<file path="src/rtl/led_pio_pkg.sv">
// Shared constants for the LED PIO: bus geometry and register word offsets.
package led_pio_pkg;

  localparam int unsigned LED_ADDR_W = 3;
  localparam int unsigned LED_BUS_W  = 32;

  localparam logic [LED_ADDR_W-1:0] LED_REG_DATA   = 3'd0;
  localparam logic [LED_ADDR_W-1:0] LED_REG_MODE   = 3'd1;
  localparam logic [LED_ADDR_W-1:0] LED_REG_OUTSET = 3'd2;
  localparam logic [LED_ADDR_W-1:0] LED_REG_OUTCLR = 3'd3;
  localparam logic [LED_ADDR_W-1:0] LED_REG_PERIOD = 3'd4;
  localparam logic [LED_ADDR_W-1:0] LED_REG_STATUS = 3'd5;

endpackage

</file>
<file path="src/rtl/led_pio_prescaler.sv">
// Shared blink prescaler: counts 0..period_i and flips phase_o on each
// terminal count. restart_i forces a clean restart (cnt=0, phase=0) and
// wins over a tick that lands on the same edge.
module led_pio_prescaler #(
  parameter int unsigned PRESC_W = 24
) (
  input  logic               clk_i,
  input  logic               rst_i,
  input  logic [PRESC_W-1:0] period_i,
  input  logic               restart_i,
  output logic               phase_o,
  output logic [PRESC_W-1:0] cnt_o
);

  logic [PRESC_W-1:0] cnt_q;
  logic [PRESC_W-1:0] cnt_d;
  logic               phase_q;
  logic               phase_d;
  logic               tick;

  assign tick = (cnt_q == period_i);

  // Next-state: restart has priority, then terminal-count wrap, else count up.
  always_comb begin
    cnt_d   = cnt_q + 1'b1;
    phase_d = phase_q;
    if (restart_i) begin
      cnt_d   = '0;
      phase_d = 1'b0;
    end else if (tick) begin
      cnt_d   = '0;
      phase_d = ~phase_q;
    end
  end

  // Counter and phase registers, cleared asynchronously.
  always_ff @(posedge clk_i or posedge rst_i) begin
    if (rst_i) begin
      cnt_q   <= '0;
      phase_q <= 1'b0;
    end else begin
      cnt_q   <= cnt_d;
      phase_q <= phase_d;
    end
  end

  assign phase_o = phase_q;
  assign cnt_o   = cnt_q;

endmodule

</file>
<file path="src/rtl/led_pio_blink.sv">
// Avalon-MM output PIO for board LEDs with readback, atomic set/clear and
// per-bit blink driven by a shared programmable prescaler.
//
// Bus semantics: a write is accepted on any clk edge where chipselect=1 and
// write_n=0; a read is accepted on any edge where chipselect=1 and read_n=0.
// There are no waitstates. readdata is registered at the read edge (latency 1)
// and holds its value between reads; a read in the same cycle as a write
// returns the register contents from before that write.
module led_pio_blink
  import led_pio_pkg::*;
#(
  parameter int unsigned        WIDTH        = 8,
  parameter int unsigned        PRESC_W      = 24,
  parameter logic [WIDTH-1:0]   DATA_RESET   = '0,
  parameter logic [PRESC_W-1:0] PERIOD_RESET = '0
) (
  input  logic                  clk,
  input  logic                  reset,
  input  logic [LED_ADDR_W-1:0] address,
  input  logic                  chipselect,
  input  logic                  write_n,
  input  logic                  read_n,
  input  logic [LED_BUS_W-1:0]  writedata,
  output logic [LED_BUS_W-1:0]  readdata,
  output logic [WIDTH-1:0]      out_port
);

  logic [WIDTH-1:0]     data_q,   data_d;
  logic [WIDTH-1:0]     mode_q,   mode_d;
  logic [PRESC_W-1:0]   period_q, period_d;
  logic [LED_BUS_W-1:0] readdata_q, readdata_d;
  logic                 restart;
  logic                 phase;
  logic [PRESC_W-1:0]   cnt;
  logic                 wr_en;
  logic                 rd_en;
  logic [WIDTH-1:0]     wd;
  logic                 unused_bits;

  assign wr_en = chipselect & ~write_n;
  assign rd_en = chipselect & ~read_n;
  assign wd    = writedata[WIDTH-1:0];

  // Upper writedata bits and the raw counter are deliberately not consumed.
  assign unused_bits = ^{writedata, cnt};

  // Register write decode; OUTSET/OUTCLR are read-modify-write on DATA.
  always_comb begin
    data_d   = data_q;
    mode_d   = mode_q;
    period_d = period_q;
    restart  = 1'b0;
    if (wr_en) begin
      case (address)
        LED_REG_DATA:   data_d = wd;
        LED_REG_MODE:   mode_d = wd;
        LED_REG_OUTSET: data_d = data_q | wd;
        LED_REG_OUTCLR: data_d = data_q & ~wd;
        LED_REG_PERIOD: begin
          period_d = writedata[PRESC_W-1:0];
          restart  = 1'b1;
        end
        default: ;
      endcase
    end
  end

  // Readback mux from current (pre-write) register values.
  always_comb begin
    readdata_d = '0;
    case (address)
      LED_REG_DATA:   readdata_d[WIDTH-1:0]   = data_q;
      LED_REG_MODE:   readdata_d[WIDTH-1:0]   = mode_q;
      LED_REG_PERIOD: readdata_d[PRESC_W-1:0] = period_q;
      LED_REG_STATUS: readdata_d[0]           = phase;
      default: ;
    endcase
  end

  // Control registers and registered read port.
  always_ff @(posedge clk or posedge reset) begin
    if (reset) begin
      data_q     <= DATA_RESET;
      mode_q     <= '0;
      period_q   <= PERIOD_RESET;
      readdata_q <= '0;
    end else begin
      data_q   <= data_d;
      mode_q   <= mode_d;
      period_q <= period_d;
      if (rd_en) begin
        readdata_q <= readdata_d;
      end
    end
  end

  led_pio_prescaler #(
    .PRESC_W (PRESC_W)
  ) u_prescaler (
    .clk_i     (clk),
    .rst_i     (reset),
    .period_i  (period_q),
    .restart_i (restart),
    .phase_o   (phase),
    .cnt_o     (cnt)
  );

  assign readdata = readdata_q;
  // Blinking bits are gated by phase; static bits pass DATA straight through.
  assign out_port = data_q & (~mode_q | {WIDTH{phase}});

endmodule

</file>
<file path="config.mk">
export PLATFORM = sky130hd
export DESIGN_NAME = led_pio_blink
export DESIGN_NICKNAME = d
export VERILOG_FILES = /design/src/rtl/led_pio_pkg.sv /design/src/rtl/led_pio_prescaler.sv /design/src/rtl/led_pio_blink.sv
export SDC_FILE = /design/constraint.sdc
export NUM_CORES = 1
export LEC_CHECK = 0
export BUFFER_PORTS_ARGS = -buffer_cell sky130_fd_sc_hd__buf_2
export CAP_MARGIN = 40
export CORE_MARGIN = 8
export CORE_UTILIZATION = 40
export CTS_CLUSTER_SIZE = 25
export DETAILED_ROUTE_END_ITERATION = 8
export HOLD_SLACK_MARGIN = 0.05
export PLACE_DENSITY = 0.62
export SLEW_MARGIN = 10
export SYNTH_ARGS = -nofsm -noshare
export SYNTH_HDL_FRONTEND = slang
export SYNTH_SLANG_ARGS = --single-unit
</file>
<file path="constraint.sdc">
create_clock -name clk -period 3.8 [get_ports clk]
set_input_delay 0.57 -clock clk [delete_from_list [all_inputs] [get_ports clk]]
set_output_delay 0.57 -clock clk [all_outputs]
set_load 0.01 [all_outputs]
</file>
==> flow_summary.ini <==
[sta]
setup_viol = 0
tns_ns = 0
max_freq_ghz = 0.494
drv_slew = 0
rsz0062_at_grt = false
post-route-period-util_pct = 53.3
finalHoldViolations = 0
holdWs_ns = 0.0586
slew_headroom_pct = 47.1
period_needed_ns = 2.03
worst_pin_slew_ns = 0.789
fin_skew_ns = 0.00883

[logic_synthesis]
netlist_area_mm2 = 0.00417
yosysUniqueCellTypes = 35
synthArstFlopShare_pct = 100
synth-edff-count = 0
seq_area_frac_synth_pct = 53.4
ys_ff_latch = 89
syn_inst = 361
synth.avg_cell_area_um2 = 11.6
yosys_warnings = 0
synth_ff_type = dfrtp_1

[worst_setup_path]
regToRegStartpoint = u_prescaler.cnt_o[11]
worstPathMaxFanout = 17
critPathCaptureType = flip-flop
critPathLaunchType = flip-flop
reg2reg_to = u_prescaler.cnt_o[15]
r2r_cells = 6
critPathKind = reg2reg
worstPathRequired_ns = 4.07
r2r_slack_ns = 1.77
critical_path_arrival_ns = 2.30

[clock_tree]
cts_root_buf = clkbuf_8
post-cts-setup-buffers = 0
cts_buffers = 9
cts_buffer_depth = 2
clk_latency_ns = 0.37
h-tree-depth = 3
cts_hold_buffers = 0
clock-sinks = 89
cts_tree = done
cts_resized = 0
path_clk_slew_ns = 0.09

[pwr]
peakVddDrop_v = 0.000182
p_per_area_mw_per_mm2 = 495
power.total_mw = 2.39
leakage_nw = 2.42

[global_route]
grt_overflow_total = 0
met1_usage_pct = 19.8
grt_usage_pct = 14.0
top_usage_layer = met1
grt_max_degree = 47
antenna_found_initial = 0
use_met2_pct = 19.6
grt_pass1_wl_um = 15700
grtUsageMet3_pct = 3.74
grt_pass1_vias = 2955

[floorplan]
die_x_um = 118
ios = 80
core-area_mm2 = 0.0102
rows = 37
start_util_pct = 40.8
dieArea_mm2 = 0.0140
fp.dieH_um = 118

[flow_run]
max_cap_violations = 0

[finish]
area_growth_syn_to_layout_pct = 16.0
multi_input_area_mm2 = 0.00179
final_area_mm2 = 0.00484
fin_cells = 568
finalNetCount = 468
nFillCells = 921
final_cell_mix = dfrtp_1, buf_2, xor2_1
diodes = 0
drive_gt1_share_pct = 27.8
seqCellArea_mm2 = 0.00223
layout_commonest_cell = dfrtp_1

[run_status]
run_status = completed

[detailed_routing]
wirelength_um = 9400
drt_iter0_drc = 166
postRouteAntennaNets = 0
post-route-drc-count = 0
dr.pass1.iters = 4
routedWlPerCell_um = 16.5
viasPerCell = 5.11
via_count = 2905

[placement]
dpl.hpwl_um = 6950
dp_cells = 552
gp_congestion = 0.791
numPortBuffers = 63
dpl-instance-area_mm2 = 0.00463

[min_path]
hold_class = in2async
Yosys cell counts (all sizes together), types with 3 or more instances:
cell type  count  area share, %
dfrtp         89             53
xor2          43            9.0
a22o          32            6.7
mux2          32            8.6
nor2          26            2.4
o21ai         26            3.2
buf           18            2.8
nand2         14            1.4
inv           11           0.99
nand3         11            1.4
a21oi          9            1.1
mux2i          7            1.7
nand4          6           0.90
nor4           6           0.90
and4           5            1.0
clkbuf         5           0.45
and3           4           0.60
nor2b          3           0.45
worst max-delay path, cell delays in order, from the launching register on:
cell	delay, ns
dfrtp_1	0.45
xor2_1	0.16
nor4_1	0.37
nand4_1	0.23
o21ai_2	0.42
buf_8	0.22
nor2_1	0.07
routing by layer:
layer  up-vias  wire length [um]  part of all wire, %
met4         0               153                  1.6
met5         -                 0                    0
met3        10               432                  4.6
met2        65              4160                   44
met1      1435              4660                   50
li1       1395                 -                    -
layout make-up:
| cell class | instances | share of cell area (%) |
|---|---|---|
| Sequential cell | 89 | 46.0 |
| Multi-Input combinational cell | 245 | 37.0 |
| Timing Repair Buffer | 71 | 8.33 |
| Tap cell | 136 | 3.52 |
| Clock buffer | 9 | 2.56 |
| Clock inverter | 7 | 1.63 |
| Inverter | 11 | 0.879 |
per-stage QoR:
step | worst slack, ns | utilization, %
after floorplan | 0.923 | -
after global placement | 1.46 | 44.9
after detailed placement | 1.67 | 45.3
after CTS | 1.76 | 47.3
after global routing | 1.64 | 47.3
final | 1.77 | 47.3
cells by family after synthesis:
| logic type | Yosys count | synth area share (%) |
|---|---|---|
| other cells | 1 | 0.0899 |
| buf+inv | 34 | 4.29 |
| flops | 89 | 53.4 |
| xor+xnor | 45 | 9.45 |
| mux | 40 | 10.9 |
| simple gates | 82 | 10.3 |
| compound gates | 69 | 11.4 |
| fa+ha+maj | 1 | 0.300 |
worst max path at each step:
stage	from	to	slack, ns	depth (start not counted)
final	u_prescaler.cnt_o[11]	u_prescaler.cnt_o[15]	1.77	6
after global routing	period_q[18]	u_prescaler.cnt_o[7]	1.64	6
after global placement	u_prescaler.cnt_o[11]	u_prescaler.cnt_o[14]	1.46	5
after floorplan	reset	data_q[0]	0.92	1
after detailed placement	chipselect	mode_q[0]	1.67	6
after CTS	u_prescaler.cnt_o[11]	u_prescaler.cnt_o[15]	1.76	6
flip-flops by register name, indices dropped and copies added (netlist names):
register / cells
period_q: 24
readdata: 24
u_prescaler.cnt_o: 24
data_q: 8
mode_q: 8
u_prescaler.phase_o: 1
report_power, final:
part | internal [mW] | switching (mW) | total, mW | leakage [nW]
Clock | 0.308 | 0.360 | 0.668 | 0.0921
Sequential | 1.10 | 0.150 | 1.25 | 1.14
Combinational | 0.240 | 0.238 | 0.478 | 1.19
Total | 1.64 | 0.749 | 2.39 | 2.42
No activity file was read; power rests on OpenSTA's default activity.
